File: src/rtl/gpmc_master_engine.sv
// gpmc_master_engine: parametrised GPMC async master turning command bursts into EM_* pin cycles.
// Define GPMC_WAIT_EN to honour EM_WAIT0 with a WAIT_MAX stretch timeout.
module gpmc_master_engine #(
  parameter int DWIDTH   = 16,
  parameter int AWIDTH   = 10,
  parameter int NUM_CS   = 2,
  parameter int T_SETUP  = 2,
  parameter int T_STROBE = 4,
  parameter int T_HOLD   = 1,
  parameter int T_TURN   = 2,
  parameter int WAIT_MAX = 255,
  localparam int CSW = NUM_CS > 1 ? $clog2(NUM_CS) : 1
) (
  input  logic                clk,
  input  logic                reset,
  input  logic                cmd_valid,
  output logic                cmd_ready,
  input  logic                cmd_write,
  input  logic [CSW-1:0]      cmd_cs,
  input  logic [AWIDTH-1:0]   cmd_addr,
  input  logic [7:0]          cmd_len,
  input  logic [DWIDTH-1:0]   wr_data,
  input  logic                wr_valid,
  output logic                wr_ready,
  output logic [DWIDTH-1:0]   rd_data,
  output logic                rd_valid,
  output logic                busy,
  output logic                timeout_err,
  output logic [AWIDTH-1:0]   EM_A,
  output logic [DWIDTH-1:0]   EM_D_o,
  output logic                EM_D_oe,
  input  logic [DWIDTH-1:0]   EM_D_i,
  output logic [DWIDTH/8-1:0] EM_NBE,
  output logic [NUM_CS-1:0]   EM_NCS,
  output logic                EM_NWE,
  output logic                EM_NOE,
  input  logic                EM_WAIT0
);
  typedef enum logic [2:0] {IDLE, WDATA, SETUP, STROBE, HOLD, TURN} state_t;
  state_t state, state_n;
  logic [15:0] cnt, cnt_n;
  logic [CSW-1:0] cs, cs_n;
  logic [8:0] beats;
  logic wr, wr_n, accept, cnt_done, strobe_exit, active_n, last_beat;
  logic [NUM_CS-1:0] ncs_n;
  assign accept    = cmd_valid & cmd_ready;
  assign cnt_done  = cnt == '0;
  assign last_beat = beats == '0;
  assign EM_NBE    = '0;
  assign cs_n      = accept ? cmd_cs : cs;
  assign wr_n      = accept ? cmd_write : wr;
  assign active_n  = state_n == SETUP || state_n == STROBE || state_n == HOLD;
`ifdef GPMC_WAIT_EN
  localparam int WW = $clog2(WAIT_MAX + 2);
  logic [WW-1:0] stretch;
  logic tout, timeout_hit;
  assign timeout_hit = cnt_done & EM_WAIT0 & (stretch == WW'(WAIT_MAX));
  assign strobe_exit = cnt_done & (~EM_WAIT0 | timeout_hit);
  assign timeout_err = tout;
  always_ff @(posedge clk)
    if (reset) begin
      stretch <= '0;
      tout    <= 1'b0;
    end else begin
      stretch <= state != STROBE ? '0 : (cnt_done && !strobe_exit) ? stretch + WW'(1) : stretch;
      tout    <= tout | (state == STROBE && timeout_hit);
    end
`else
  logic unused_wait;
  assign unused_wait = EM_WAIT0 ^ (WAIT_MAX == 0);
  assign strobe_exit = cnt_done;
  assign timeout_err = 1'b0;
`endif
  always_comb begin
    state_n = state;
    cnt_n   = cnt_done ? cnt : cnt - 16'd1;
    case (state)
      IDLE:
        if (accept) begin
          state_n = cmd_write ? WDATA : SETUP;
          cnt_n   = 16'(T_SETUP - 1);
        end
      WDATA:
        if (wr_valid) begin
          state_n = SETUP;
          cnt_n   = 16'(T_SETUP - 1);
        end
      SETUP:
        if (cnt_done) begin
          state_n = STROBE;
          cnt_n   = 16'(T_STROBE - 1);
        end
      STROBE:
        if (strobe_exit) begin
          state_n = HOLD;
          cnt_n   = 16'(T_HOLD - 1);
        end
      HOLD:
        if (cnt_done) begin
          state_n = !last_beat ? (wr ? WDATA : SETUP) : (!wr && T_TURN > 0) ? TURN : IDLE;
          cnt_n   = !last_beat ? 16'(T_SETUP - 1) : 16'(T_TURN - 1);
        end
      TURN:
        if (cnt_done) state_n = IDLE;
      default: state_n = IDLE;
    endcase
  end
  always_comb begin
    ncs_n = '1;
    for (int i = 0; i < NUM_CS; i++) ncs_n[i] = !(active_n && cs_n == CSW'(i));
  end
  always_ff @(posedge clk)
    if (reset) begin
      state     <= IDLE;
      cnt       <= '0;
      cs        <= '0;
      wr        <= 1'b0;
      beats     <= '0;
      EM_A      <= '0;
      EM_D_o    <= '0;
      EM_D_oe   <= 1'b0;
      EM_NCS    <= '1;
      EM_NWE    <= 1'b1;
      EM_NOE    <= 1'b1;
      cmd_ready <= 1'b0;
      wr_ready  <= 1'b0;
      rd_valid  <= 1'b0;
      rd_data   <= '0;
      busy      <= 1'b0;
    end else begin
      state <= state_n;
      cnt   <= cnt_n;
      cs    <= cs_n;
      wr    <= wr_n;
      if (accept) begin
        EM_A  <= cmd_addr;
        beats <= {1'b0, cmd_len};
      end else if (state == HOLD && cnt_done && !last_beat) begin
        EM_A  <= EM_A + AWIDTH'(1);
        beats <= beats - 9'd1;
      end
      if (state == WDATA && wr_valid) EM_D_o <= wr_data;
      if (state == STROBE && strobe_exit && !wr) rd_data <= EM_D_i;
      rd_valid  <= state == STROBE && strobe_exit && !wr;
      EM_NCS    <= ncs_n;
      EM_NWE    <= !(state_n == STROBE && wr_n);
      EM_NOE    <= !(state_n == STROBE && !wr_n);
      EM_D_oe   <= wr_n && active_n;
      cmd_ready <= state_n == IDLE;
      wr_ready  <= state_n == WDATA;
      busy      <= state_n != IDLE;
    end
endmodule

File: config.mk
export PLATFORM = sky130hd
export DESIGN_NAME = gpmc_master_engine
export DESIGN_NICKNAME = d
export VERILOG_FILES = /design/src/rtl/gpmc_master_engine.sv
export SDC_FILE = /design/constraint.sdc
export NUM_CORES = 1
export LEC_CHECK = 0
export BUFFER_PORTS_ARGS = -buffer_cell sky130_fd_sc_hd__buf_2
export CAP_MARGIN = 5
export CORE_UTILIZATION = 40
export DETAILED_ROUTE_END_ITERATION = 7
export GPL_TIMING_DRIVEN = 0
export MAX_ROUTING_LAYER = met4
export PLACE_DENSITY = 0.74
export SYNTH_ARGS = -nofsm -noshare
export SYNTH_HDL_FRONTEND = slang
export SYNTH_SLANG_ARGS = --single-unit
File: constraint.sdc
create_clock -name clk -period 3.8 [get_ports clk]
set_input_delay 0.57 -clock clk [delete_from_list [all_inputs] [get_ports clk]]
set_output_delay 0.57 -clock clk [all_outputs]
set_load 0.1 [all_outputs]
== Yosys cells after proc, flatten, opt, wreduce, memory -nomap -nowiden ==
Cells that the tools add are included.

* Register bits after elaboration: 81
* Output and inout bits: 54
* Logic and storage cells: 81

* Reduce and logical (&&, ||, !) cells: 26
* $add $sub $neg: 3
* Equality and inequality tests: 9
* Mux-type cells: 24
* Bitwise operators: 2

{| class="wikitable"
|+ Operator list
! kind !! number
|-
| $mux 16 || 6
|-
| $pmux 16 s5 || 1
|-
| $mux 3 || 8
|-
| $mux 10 || 2
|-
| $pmux 3 s6 || 1
|-
| $logic_not 16->1 || 1
|-
| $mux 8 || 2
|-
| $sub 16x1->16 const B || 1
|-
| $eq 3x2->1 const B || 4
|-
| $add 10x1->10 const B || 1
|-
| $logic_and 1x1->1 || 10
|-
| $eq 3x3->1 const B || 3
|-
| $logic_not 9->1 || 1
|-
| $sub 9x1->9 const B || 1
|-
| $logic_not 1->1 || 7
|-
| $eq 3x1->1 const B || 2
|-
| $logic_not 3->1 || 2
|-
| $mux 2 || 2
|-
| $reduce_bool 3->1 || 1
|-
| $logic_or 1x1->1 || 2
|-
| $mux 1 || 2
|-
| $reduce_bool 2->1 || 1
|-
| $reduce_or 2->1 || 1
|-
| $and 1x1->1 || 1
|-
| $not 1->1 || 1
|}

== Logic depth before layout (Yosys ltp) ==
Gate-level depths: netlist of run 1.

* Word-level depth: 9
* Depth in mapped cells: 12

== Worst setup path after synthesis of run 1 ==
Ideal clock, no wire load.

* Kind: register to register
* Start point: register cmd_ready
* End point: register cnt[10]
* Stages on the path, launching flop included: 7
* Buffers on the path: 1
* Path slack: 1.418 ns
* Library setup time: 0.128 ns
* Data arrival time: 2.255 ns
* Required time: 3.672 ns
* Period minus slack after synthesis: 2.382 ns
* Cell sequence: dfxtp_1 > nand2_1 > a21oi_1 > o22ai_1 > o21bai_1 > clkbuf_1 > nor2_1

* Longest elaborated chain between the ends: 3

{| class="wikitable"
|+ RTL lines
! item !! line !! source
|-
| from (decl) || 17 || <nowiki>output logic cmd_ready,</nowiki>
|-
| from (signal assigned) || 125 || <nowiki>cmd_ready <= 1'b0;</nowiki>
|-
| from (signal assigned) || 149 || <nowiki>cmd_ready <= state_n == IDLE;</nowiki>
|-
| $and 1x1->1 || 46 || <nowiki>assign accept = cmd_valid & cmd_ready;</nowiki>
|-
| $mux 16 || 79 || <nowiki>if (accept) begin</nowiki>
|-
| $pmux 16 s5 || 77 || <nowiki>case (state)</nowiki>
|-
| to (signal assigned) || 132 || <nowiki>cnt <= cnt_n;</nowiki>
|-
| to (decl) || 41 || <nowiki>logic [15:0] cnt, cnt_n;</nowiki>
|}

No other way between the ends.
A chain may end at the register's enable or synchronous reset.

== Final worst setup path of run 1 ==
* Start point: register beats[0]
* End point: register wr_ready

* Longest elaborated chain between the ends: 5

{| class="wikitable"
|+ RTL lines
! item !! line !! source
|-
| from (decl) || 43 || <nowiki>logic [8:0] beats;</nowiki>
|-
| from (signal assigned) || 137 || <nowiki>beats <= {1'b0, cmd_len};</nowiki>
|-
| from (signal assigned) || 140 || <nowiki>beats <= beats - 9'd1;</nowiki>
|-
| $logic_not 9->1 || 48 || <nowiki>assign last_beat = beats == '0;</nowiki>
|-
| $mux 3 || 100 || <nowiki>state_n = !last_beat ? (wr ? WDATA : SETUP) : (!wr && T_TURN > 0) ? TURN : IDLE;</nowiki>
|-
| $mux 3 || 99 || <nowiki>if (cnt_done) begin</nowiki>
|-
| $pmux 3 s6 || 77 ||
|-
| $eq 3x1->1 || 150 || <nowiki>wr_ready <= state_n == WDATA;</nowiki>
|-
| to (signal assigned) || 126 || <nowiki>wr_ready <= 1'b0;</nowiki>
|-
| to (signal assigned) || 150 ||
|-
| to (decl) || 24 || <nowiki>output logic wr_ready,</nowiki>
|}

No other way between the ends.

==> impl_metrics.ini, run 1 <==
[run_status]
run_status = finished, violations left
violations_in_the_final_reports = design-rule violations

[power_and_ir_drop]
pwr_density_nw_per_um2 = 725
share_seq_of_total_power_pct = 33.2
power.combinational.fraction_pct = 44.9
p_int_mw = 1.85
pleak_nw = 1.90
sw_frac_of_total_pct = 44.1
clkPwrFrac_pct = 21.8
power.switching_mw = 1.46
maximum_ir_drop_on_the_vdd_rail_uv = 287
p_total_mw = 3.30

[clock_network]
cts_setup_buffers = 0
insertion_delay_ps = 360
htreeDepth = 3
clock_tree_from_tritoncts = done
cts_root_buf = clkbuf_8
cts_sinks = 81
max-clock-path-buffers = 2
clkSlewWorstSetupHoldPaths_ps = 100
tritoncts.num_buffers = 9
cts.repair.resized = 0
count_of_hold_fix_buffers_inserted_at_cts = 0

[critical_path]
worstSetupEndpointType = flip-flop
worstSetupStartpointType = flip-flop
crit_path_top_delay_cell = nor4b_1
critical_path.cell_chain = inv_1, ha_1, nor4b_1, nand2_1, ha_1, nor2_1, o21ai_0, o21ai_0, o31ai_4, nor2b_4, and3_1
crit_type = flip-flop to flip-flop
slowest_delay_ps = 460
critical_path_peak_fanout = 5
worst_ep_arrival_ps = 2810
worstPathRequired_ps = 4110

[finish]
synthToLayoutAreaGrowth_pct = 24.5
antenna_cells_inserted = 0
fin_util_pct = 51.7
drive_gt1_share_pct = 25.9
finalNetCount = 620

[logic_synthesis]
post_synth.cell_area_avg_sq_um = 8.37
post_synth_inst_count = 437
leading_cell_type_by_number_of_instances_after_synthesis = dfxtp_1
yosys_warnings = 0
synth.mux.area_fraction_pct = 1.09
basic_gate_share_of_the_synthesized_area_counting_and_or_nand_and_nor_cells_pct = 26.9
synth.lib_cells_used.distinct = 57
synthAdderAreaFrac_pct = 2.74
synth_top_area_share_pct = 44.3
ys_async_sr_fraction_pct = 0
yosys_register_bits = 81
main_combinational_cell_family_by_area_after_synthesis = simple AND/OR/NAND/NOR gates
synth_compound_gate_area_share_pct = 14.3
mappedNetlistArea_sq_um = 3660
synth_top_flop_cell = dfxtp_1
ys_top_cells_by_area = dfxtp_1 44%, nand2_1 8.2%, a21oi_1 6.2%, nor2_1 5.4%, xor2_1 4.3%
synth-xor-area-share_pct = 6.46
post_synth_most_frequent_cells = 81 x dfxtp_1, 80 x nand2_1, 53 x nor2_1
synth_seq_area_share_pct = 44.3
synth_edf_count = 0
synthDominantAreaCellType = dfxtp_1

[floorplanning]
die_height_um = 97.6
floorplan.die_area_sq_um = 9530
core_region_area_sq_um = 8810
io_pins = 111
initial_core_util_pct = 41.5
std_cell_rows = 34
die_width_um = 97.6

[drt]
totalWireLength_mm = 8.74
vias = 3453
drt-vias-per-instance = 5.17
firstDrtPassIters = 7
drt_first_iter_violations = 175
wire_length_per_cell_after_detailed_routing_um = 13.1
drt_drc_violations_left = 22
detail-route-antenna-nets = 0

[sta]
tightestPinTransition_ps = 735
fin_skew_ps = 20.2
slew-limit-headroom_pct = 50.6
report.final.slew_viol_count = 0
fmax_ghz = 0.400
period_minus_ws_final_ps = 2500
hold_ws_ps = 439
rsz_0062_raised_after_global_routing = false
fin_crit_sh_pct = 65.8
post-route-worst-setup-slack_ps = 1300
setup-violations-final = 0
report.final.hold_viol_count = 0
fin_tns_setup_ps = 0

[min_path]
min-delay-path-class = primary input to flip-flop

[grt]
grt_pass1_wl_mm = 14.8
grt_remaining_overflow = 0
maximum_number_of_pins_on_one_net_before_global_route_repair = 17
initial_antenna_violation_count = 0
grt_pass1_vias = 3295
gr-usage-all-layers_pct = 19.6

[placed_design]
place.gp.congestion = 0.915
dp_wirelength_mm = 6.56
io_buffer_count = 105
place_worst_setup_slack_ps = 1310

[flow_run]
cap_viol_max_count = 0
-- metrics by stage --
step / std cells / instance area, sq um
floorplan: 439 / 3670
global placement: 652 / 4330
detailed placement: 652 / 4330
CTS: 668 / 4560
global route: 668 / 4560
finish: 668 / 4560
-- sequential cells by signal, indices dropped and copies added, names as in the netlist, 2 cells and up --
register  cells
EM_D_o       16
cnt          16
beats         9
EM_A         10
EM_NCS        2
state         3
rd_data      16
-- routing by layer --
| layer | vias to the layer above | routed length, um | GRT usage, % |
|---|---|---|---|
| met5 | - | 0 | - |
| met4 | 0 | 123 | 7.23 |
| met1 | 1612 | 3820 | 23.3 |
| met2 | 105 | 4270 | 32.8 |
| met3 | 11 | 539 | 4.03 |
| li1 | 1725 | - | - |
-- critical path, delay by kind of cell (launching register included) --
family	cells	cell delay, ps
and+or+nand+nor	5	990
adders and majority gates	2	460
DFF	1	330
buffers and inverters	1	90
AOI/OAI and AO/OA	3	580
-- cell families after synthesis --
| group | Yosys count |
|---|---|
| AO/OA/AOI/OAI | 84 |
| buffers and inverters | 33 |
| other | 1 |
| adder cells (fa/ha/maj) | 8 |
| XOR/XNOR | 27 |
| multiplexers | 4 |
| AND/OR/NAND/NOR | 199 |
| flip-flops | 81 |
-- power groups by stage --
stage          Sequential [mW]  Clock [mW]  Combinational [mW]
3_5_place_dp              1.12           0                1.47
2_1_floorplan             1.44           0               0.866
5_1_grt                   1.12       0.777                1.61
3_3_place_gp              1.11           0                1.43
4_1_cts                   1.10       0.740                1.48
6_report                  1.10       0.721                1.48
-- worst paths after layout --
path / from / to / slack, ps / cells past startpoint
worst max-delay path: beats[0]$_SDFFE_PP0P_ / wr_ready$_SDFF_PP0_ / 1300 / 11
worst min-delay path: wr_data[14] / EM_D_o[14]$_SDFFE_PP0P_ / 440 / 3
worst max register to register: beats[0]$_SDFFE_PP0P_ / wr_ready$_SDFF_PP0_ / 1300 / 11
worst min register to register: rd_data[4]$_SDFFE_PP0P_ / rd_data[4]$_SDFFE_PP0P_ / 460 / 2
-- cells in the final DEF, fill, tap and decap left out, drive strengths merged, types with 3 or more instances in the layout --
| cell | instances |
|---|---|
| clkbuf | 24 |
| xnor2 | 9 |
| nand2b | 6 |
| nand2 | 80 |
| o21ai | 7 |
| or3 | 3 |
| mux2i | 4 |
| nor2b | 3 |
| and3 | 6 |
| xor2 | 18 |
| nor4b | 3 |
| buf | 115 |
| a21oi | 46 |
| nor3 | 8 |
| nand4 | 11 |
| inv | 12 |
| and2 | 3 |
| nor2 | 55 |
| a211oi | 17 |
| o31ai | 3 |
| nor4 | 5 |
| ha | 8 |
| dfxtp | 81 |
| nand3b | 3 |
| conb | 3 |
| nand3 | 7 |
-- layout make-up --
cell class              count  area, sq um
fillers                   832         4250
repair buffers            105          526
well taps                 108          135
clock inverters             7          105
flip-flops and latches     81         1620
plain buffers              25          120
multi-input cells         325         1890
clock buffers               9          124
inverters                   8         30.0
No activity file was read; power rests on OpenSTA's default activity.
==> run 2, diff against run 1 <==
==> constraint.sdc (replaced) <==
create_clock -name clk -period 2.4 [get_ports clk]
set_input_delay 0.36 -clock clk [delete_from_list [all_inputs] [get_ports clk]]
set_output_delay 0.36 -clock clk [all_outputs]
set_load 0.1 [all_outputs]
==> run 2 against run 1 <==
  * The flow still finishes with violations (design-rule violations)
  * Worst setup slack got worse by 1200 ps
  * Sequential share of layout area fell by 0.81 points
  * Sequential power rose by 60%
  * Final cell count rose by 0.90%
  * Hold slack got worse by 210 ps
  * Non-clock buffer count rose by 6
  * Fmax rose by 8.4%
  * Register-to-register slack got worse by 1200 ps
  * Utilization rose by 1.2 points
  * Die area did not move
  * Count of clock-buffer cells in the layout did not move
  * First-iteration DRC count fell by 16%
  * Critical path type unchanged
==> impl_metrics.ini, run 2 (synthesis gave the netlist of run 1 again) <==
[grt]
grt_remaining_overflow = 0
gr-usage-all-layers_pct = 19.7
grt_pass1_vias = 3309
grt_pass1_wl_mm = 14.9
initial_antenna_violation_count = 0
maximum_number_of_pins_on_one_net_before_global_route_repair = 17

[critical_path]
crit_path_top_delay_cell = or3_4
worst_ep_arrival_ps = 2530
r2r_slack_ps = 90
worst_r2r_path_depth = 9
crit-reg2reg-launch = cnt[13]$_SDFF_PP0_
timing.critical_path.max_delay_family = simple AND/OR/NAND/NOR gates
crit-reg2reg-capture = cnt[0]$_SDFF_PP0_
critical_path_peak_fanout = 6
critical_path_buf_inv_count = 1
worstSetupEndpointType = flip-flop
worstPathRequired_ps = 2620
critical_path.cell_chain = or3_4, nand2b_4, nor3_4, inv_2, ha_1, nor3b_1, a211oi_1, a21oi_1, nor2_1
worstSetupStartpointType = flip-flop
slowest_delay_ps = 420
crit_type = flip-flop to flip-flop

[finish]
top_regs = EM_D_o (16), cnt (16), rd_data (16)
antenna_cells_inserted = 0
area.sequential_sq_um = 1620
finalNetCount = 626
synthToLayoutAreaGrowth_pct = 27.4
most_used_cells_in_the_layout_excluding_fill_and_tap_cells = 108 x buf_2, 81 x dfxtp_1, 80 x nand2_1, 53 x nor2_1, 44 x a21oi_1
fillers = 832
final_area_sq_um = 4660
multi_input_combinational_cell_area_sq_um = 1950
layout.cells.most_common = buf_2
fin_util_pct = 52.9
drive_gt1_share_pct = 28.3

[sta]
fmax_ghz = 0.434
period_minus_ws_final_ps = 2310
report.final.hold_viol_count = 0
fin_skew_ps = 20.0
post-route-worst-setup-slack_ps = 93.5
setup-violations-final = 0
fin_tns_setup_ps = 0
report.final.slew_viol_count = 0
tightestPinTransition_ps = 556
fin_crit_sh_pct = 96.1
slew-limit-headroom_pct = 63.0

[min_path]
hold-path-endpoint = EM_D_o[14]$_SDFFE_PP0P_
worst_hold_startpoint = wr_data[14]
worstHoldPathCells = 3
min-delay-path-class = primary input to flip-flop

[placed_design]
dp_wirelength_mm = 6.56
place.gp.congestion = 0.915
io_buffer_count = 105
place_worst_setup_slack_ps = -89.1
dpl-instance-area_sq_um = 4330

[flow_run]
cap_viol_max_count = 0

[floorplanning]
die_height_um = 97.6
initial_core_util_pct = 41.5
die_width_um = 97.6
floorplan.die_area_sq_um = 9530
std_cell_rows = 34
io_pins = 111
core_region_area_sq_um = 8810

[drt]
vias = 3486
wire_length_per_cell_after_detailed_routing_um = 13.4
detail-route-antenna-nets = 0
drt-vias-per-instance = 5.17
totalWireLength_mm = 9.01
firstDrtPassIters = 7
drt_first_iter_violations = 147
drt_drc_violations_left = 22

[clock_network]
clkSlewWorstSetupHoldPaths_ps = 90
tritoncts.num_buffers = 9
insertion_delay_ps = 360
cts_root_buf = clkbuf_8
cts_sinks = 81
max-clock-path-buffers = 2
clock_tree_from_tritoncts = done
htreeDepth = 3

[power_and_ir_drop]
p_total_mw = 5.44
maximum_ir_drop_on_the_vdd_rail_uv = 542
pleak_nw = 1.96
pwr_density_nw_per_um2 = 1170

[run_status]
violations_in_the_final_reports = design-rule violations
run_status = finished, violations left
## run 2: how the worst max path moves through the flow
stage | startpoint | endpoint | slack [ps] | cells after the start
after floorplan | cmd_ready$_SDFF_PP0_ | cnt[10]$_SDFF_PP0_ | 20 | 6
after global placement | beats[0]$_SDFFE_PP0P_ | wr_ready$_SDFF_PP0_ | -40 | 11
after detailed placement | beats[0]$_SDFFE_PP0P_ | wr_ready$_SDFF_PP0_ | -90 | 11
after CTS | cnt[4]$_SDFF_PP0_ | cnt[0]$_SDFF_PP0_ | 10 | 9
after global routing | cnt[4]$_SDFF_PP0_ | cnt[0]$_SDFF_PP0_ | -30 | 10
final | cnt[13]$_SDFF_PP0_ | cnt[0]$_SDFF_PP0_ | 90 | 9
## run 2: per-layer routing
layer / up-vias / track usage (%) / routed length (um)
li1: 1734 / - / -
met4: 0 / 7.69 / 137
met2: 98 / 32.8 / 4470
met3: 15 / 4.17 / 484
met1: 1639 / 23.2 / 3920
met5: - / - / 0
## run 2: worst reg2reg max path: stages (launching register included)
cell and delay, ps:
dfxtp_1 330, or3_4 420, nand2b_4 190, nor3_4 320, inv_2 140, ha_1 320, nor3b_1 210, a211oi_1 70
a21oi_1 140, nor2_1 50
## run 2: cell type report
type                       count  share of cell area, %
buffer                        25                   2.60
clock buffer                   9                   2.66
clock inverter                 7                   2.25
inverter                       8                  0.644
multi-input combinational    325                   41.9
sequential                    81                   34.8
tap                          108                   2.90
timing repair buffer         111                   12.2
## run 2: where the power goes
part           switching [mW]  leakage (nW)  internal, mW
combinational            1.63          1.19         0.899
sequential              0.210         0.659          1.55
clock                   0.540         0.113         0.604
## run 2: repair_timing
action / 4_1_cts / 5_1_grt
hold buffers: 0 / 0
pin swaps: 0 / 4
setup buffers: 0 / 6
setup endpoints to repair: 16 / 43
resized for setup: 3 / 12
cloned: 0 / 0
## run 2: through the flow
step                      hold slack [ps]  instances
final                                 230        674
after floorplan                       448        439
after detailed placement              443        652
after global routing                  217        674
after global placement                436        652
after CTS                             218        668
==> run 3, diff against run 2 <==
--- a/config.mk
+++ b/config.mk
@@ -11,7 +11,7 @@
 export DETAILED_ROUTE_END_ITERATION = 7
 export GPL_TIMING_DRIVEN = 0
 export MAX_ROUTING_LAYER = met4
-export PLACE_DENSITY = 0.74
+export PLACE_DENSITY = 0.66
 export SYNTH_ARGS = -nofsm -noshare
 export SYNTH_HDL_FRONTEND = slang
 export SYNTH_SLANG_ARGS = --single-unit
==> constraint.sdc (replaced) <==
create_clock -name clk -period 1.9 [get_ports clk]
set_input_delay 0.285 -clock clk [delete_from_list [all_inputs] [get_ports clk]]
set_output_delay 0.285 -clock clk [all_outputs]
set_load 0.1 [all_outputs]
==> run 3 against run 2 <==
  * The flow finishes with violations (design-rule violations, negative setup slack)
  * Critical path depth fell by 2
  * Clock power increased by 18%
  * Sequential share of layout area shrank 4.0 points
  * Critical endpoint is now beats[5]$_SDFFE_PP0P_
  * Largest power group unchanged
==> impl_metrics.ini, run 3 (synthesis gave the netlist of run 1 again) <==
[run_status]
run_status = finished, violations left
violations_in_the_final_reports = design-rule violations, negative setup slack

[critical_path]
worst_r2r_path_depth = 7
crit_type = flip-flop to flip-flop
crit-reg2reg-capture = beats[5]$_SDFFE_PP0P_
worstSetupEndpointType = flip-flop
crit-reg2reg-launch = cnt[12]$_SDFF_PP0_
critical_path_peak_fanout = 4
worstSetupStartpointType = flip-flop
worst_ep_arrival_ps = 2430
worstPathRequired_ps = 2160
r2r_slack_ps = -270

[grt]
grt_pass1_vias = 3484
gr-usage-all-layers_pct = 21.4
maximum_number_of_pins_on_one_net_before_global_route_repair = 17
grt_pass1_wl_mm = 16.1
initial_antenna_violation_count = 0
grt_remaining_overflow = 0

[sta]
fin_skew_ps = 12.8
report.final.hold_viol_count = 0
report.final.slew_viol_count = 0
setup-violations-final = 52
period_minus_ws_final_ps = 2170
fin_crit_sh_pct = 114
fmax_ghz = 0.462
post-route-worst-setup-slack_ps = -265
rsz_0062_raised_after_global_routing = true
tightestPinTransition_ps = 684
slew-limit-headroom_pct = 54.4

[placed_design]
dpl-instance-area_sq_um = 4450
place.gp.congestion = 0.840
io_buffer_count = 105
place_worst_setup_slack_ps = -352
dp_wirelength_mm = 6.54

[finish]
layout.cells.most_common = buf_2
top_regs = EM_D_o (16), cnt (16), rd_data (16)
most_used_cells_in_the_layout_excluding_fill_and_tap_cells = 108 x buf_2, 68 x dfxtp_1, 59 x nand2_1, 49 x nor2_1, 26 x a21oi_1
finalNetCount = 654
final_area_sq_um = 5350
drive_gt1_share_pct = 47.0
antenna_cells_inserted = 0
synthToLayoutAreaGrowth_pct = 46.1

[power_and_ir_drop]
pleak_nw = 2.21
clkPwrFrac_pct = 17.3
sw_frac_of_total_pct = 44.3
power.switching_mw = 3.43
pwr_density_nw_per_um2 = 1450
maximum_ir_drop_on_the_vdd_rail_uv = 820
power.combinational.fraction_pct = 53.6
share_seq_of_total_power_pct = 29.1
p_int_mw = 4.31

[clock_network]
tritoncts.num_buffers = 9
clkSlewWorstSetupHoldPaths_ps = 100
htreeDepth = 3
count_of_hold_fix_buffers_inserted_at_cts = 0
clock_tree_from_tritoncts = done
cts_sinks = 81
insertion_delay_ps = 360
max-clock-path-buffers = 2
cts_root_buf = clkbuf_8

[drt]
totalWireLength_mm = 9.90
vias = 3627
drt-vias-per-instance = 5.17
firstDrtPassIters = 7
drt_first_iter_violations = 107
detail-route-antenna-nets = 0
wire_length_per_cell_after_detailed_routing_um = 14.1
drt_drc_violations_left = 22

[min_path]
worst_hold_startpoint = wr_data[6]
min-delay-path-class = primary input to flip-flop
hold-path-endpoint = EM_D_o[6]$_SDFFE_PP0P_
worstHoldPathCells = 3

[floorplanning]
std_cell_rows = 34
die_height_um = 97.6
core_region_area_sq_um = 8810
initial_core_util_pct = 41.5
floorplan.die_area_sq_um = 9530
io_pins = 111
die_width_um = 97.6

[flow_run]
cap_viol_max_count = 0
## run 3: how the worst max path moves through the flow
stage                               start                    end  slack [ps]  depth (start not counted)
global route        beats[1]$_SDFFE_PP0P_    wr_ready$_SDFF_PP0_        -360                         11
finish                 cnt[12]$_SDFF_PP0_  beats[5]$_SDFFE_PP0P_        -270                          7
global placement        cnt[7]$_SDFF_PP0_      EM_NOE$_SDFF_PP1_        -320                          6
floorplan               cnt[7]$_SDFF_PP0_    wr_ready$_SDFF_PP0_        -110                          6
detailed placement      cnt[7]$_SDFF_PP0_      EM_NOE$_SDFF_PP1_        -350                          6
CTS                     cnt[5]$_SDFF_PP0_    wr_ready$_SDFF_PP0_        -260                          7
## run 3: layout make-up
cell class                      instances  area [sq um]
Fill cell                             770          3460
Multi-Input combinational cell        325          2340
Sequential cell                        81          1650
Timing Repair Buffer                  140           841
Buffer                                 24           143
Tap cell                              108           135
Clock buffer                            9           124
Clock inverter                          7          82.6
Inverter                                8          30.0
## run 3: metal layers
layer / track usage, % / wire [um] / share of wire, %
met5: - / 0 / 0
met4: 7.69 / 151 / 1.5
met3: 3.24 / 425 / 4.3
met2: 36.3 / 5000 / 50
met1: 25.6 / 4330 / 44
## run 3: worst max-delay path: stages, from the launching register on
cell and delay, ps:
dfxtp_2 330, or3_4 390, nand2b_4 190, nor4b_4 360
buf_6 160, nand3_2 70, or3_1 330, a311oi_1 250
## run 3: timing repair
action / in CTS / in global routing
setup endpoints to repair: 66 / 68
setup buffers: 25 / 11
resized for setup: 67 / 50
cloned: 1 / 0
pin swaps: 54 / 30
## run 3: per-stage QoR
step	hold slack [ps]	util [%]	instances	total power [mW]	setup TNS, ps
after floorplan	414	-	439	4.78	-1230
after global placement	435	50.5	652	5.29	-12950
after detailed placement	447	50.5	652	5.35	-15090
after CTS	147	57.7	694	7.26	-5620
after global routing	149	60.7	702	8.17	-11040
final	155	60.7	702	7.74	-5830
## run 3: power groups by stage
stage | clock network [mW] | logic, mW | registers (mW)
after global routing | 1.44 | 4.45 | 2.29
after CTS | 1.37 | 3.65 | 2.23
after detailed placement | 0 | 3.08 | 2.27
final | 1.34 | 4.15 | 2.25
after floorplan | 0 | 1.86 | 2.92
after global placement | 0 | 3.03 | 2.26
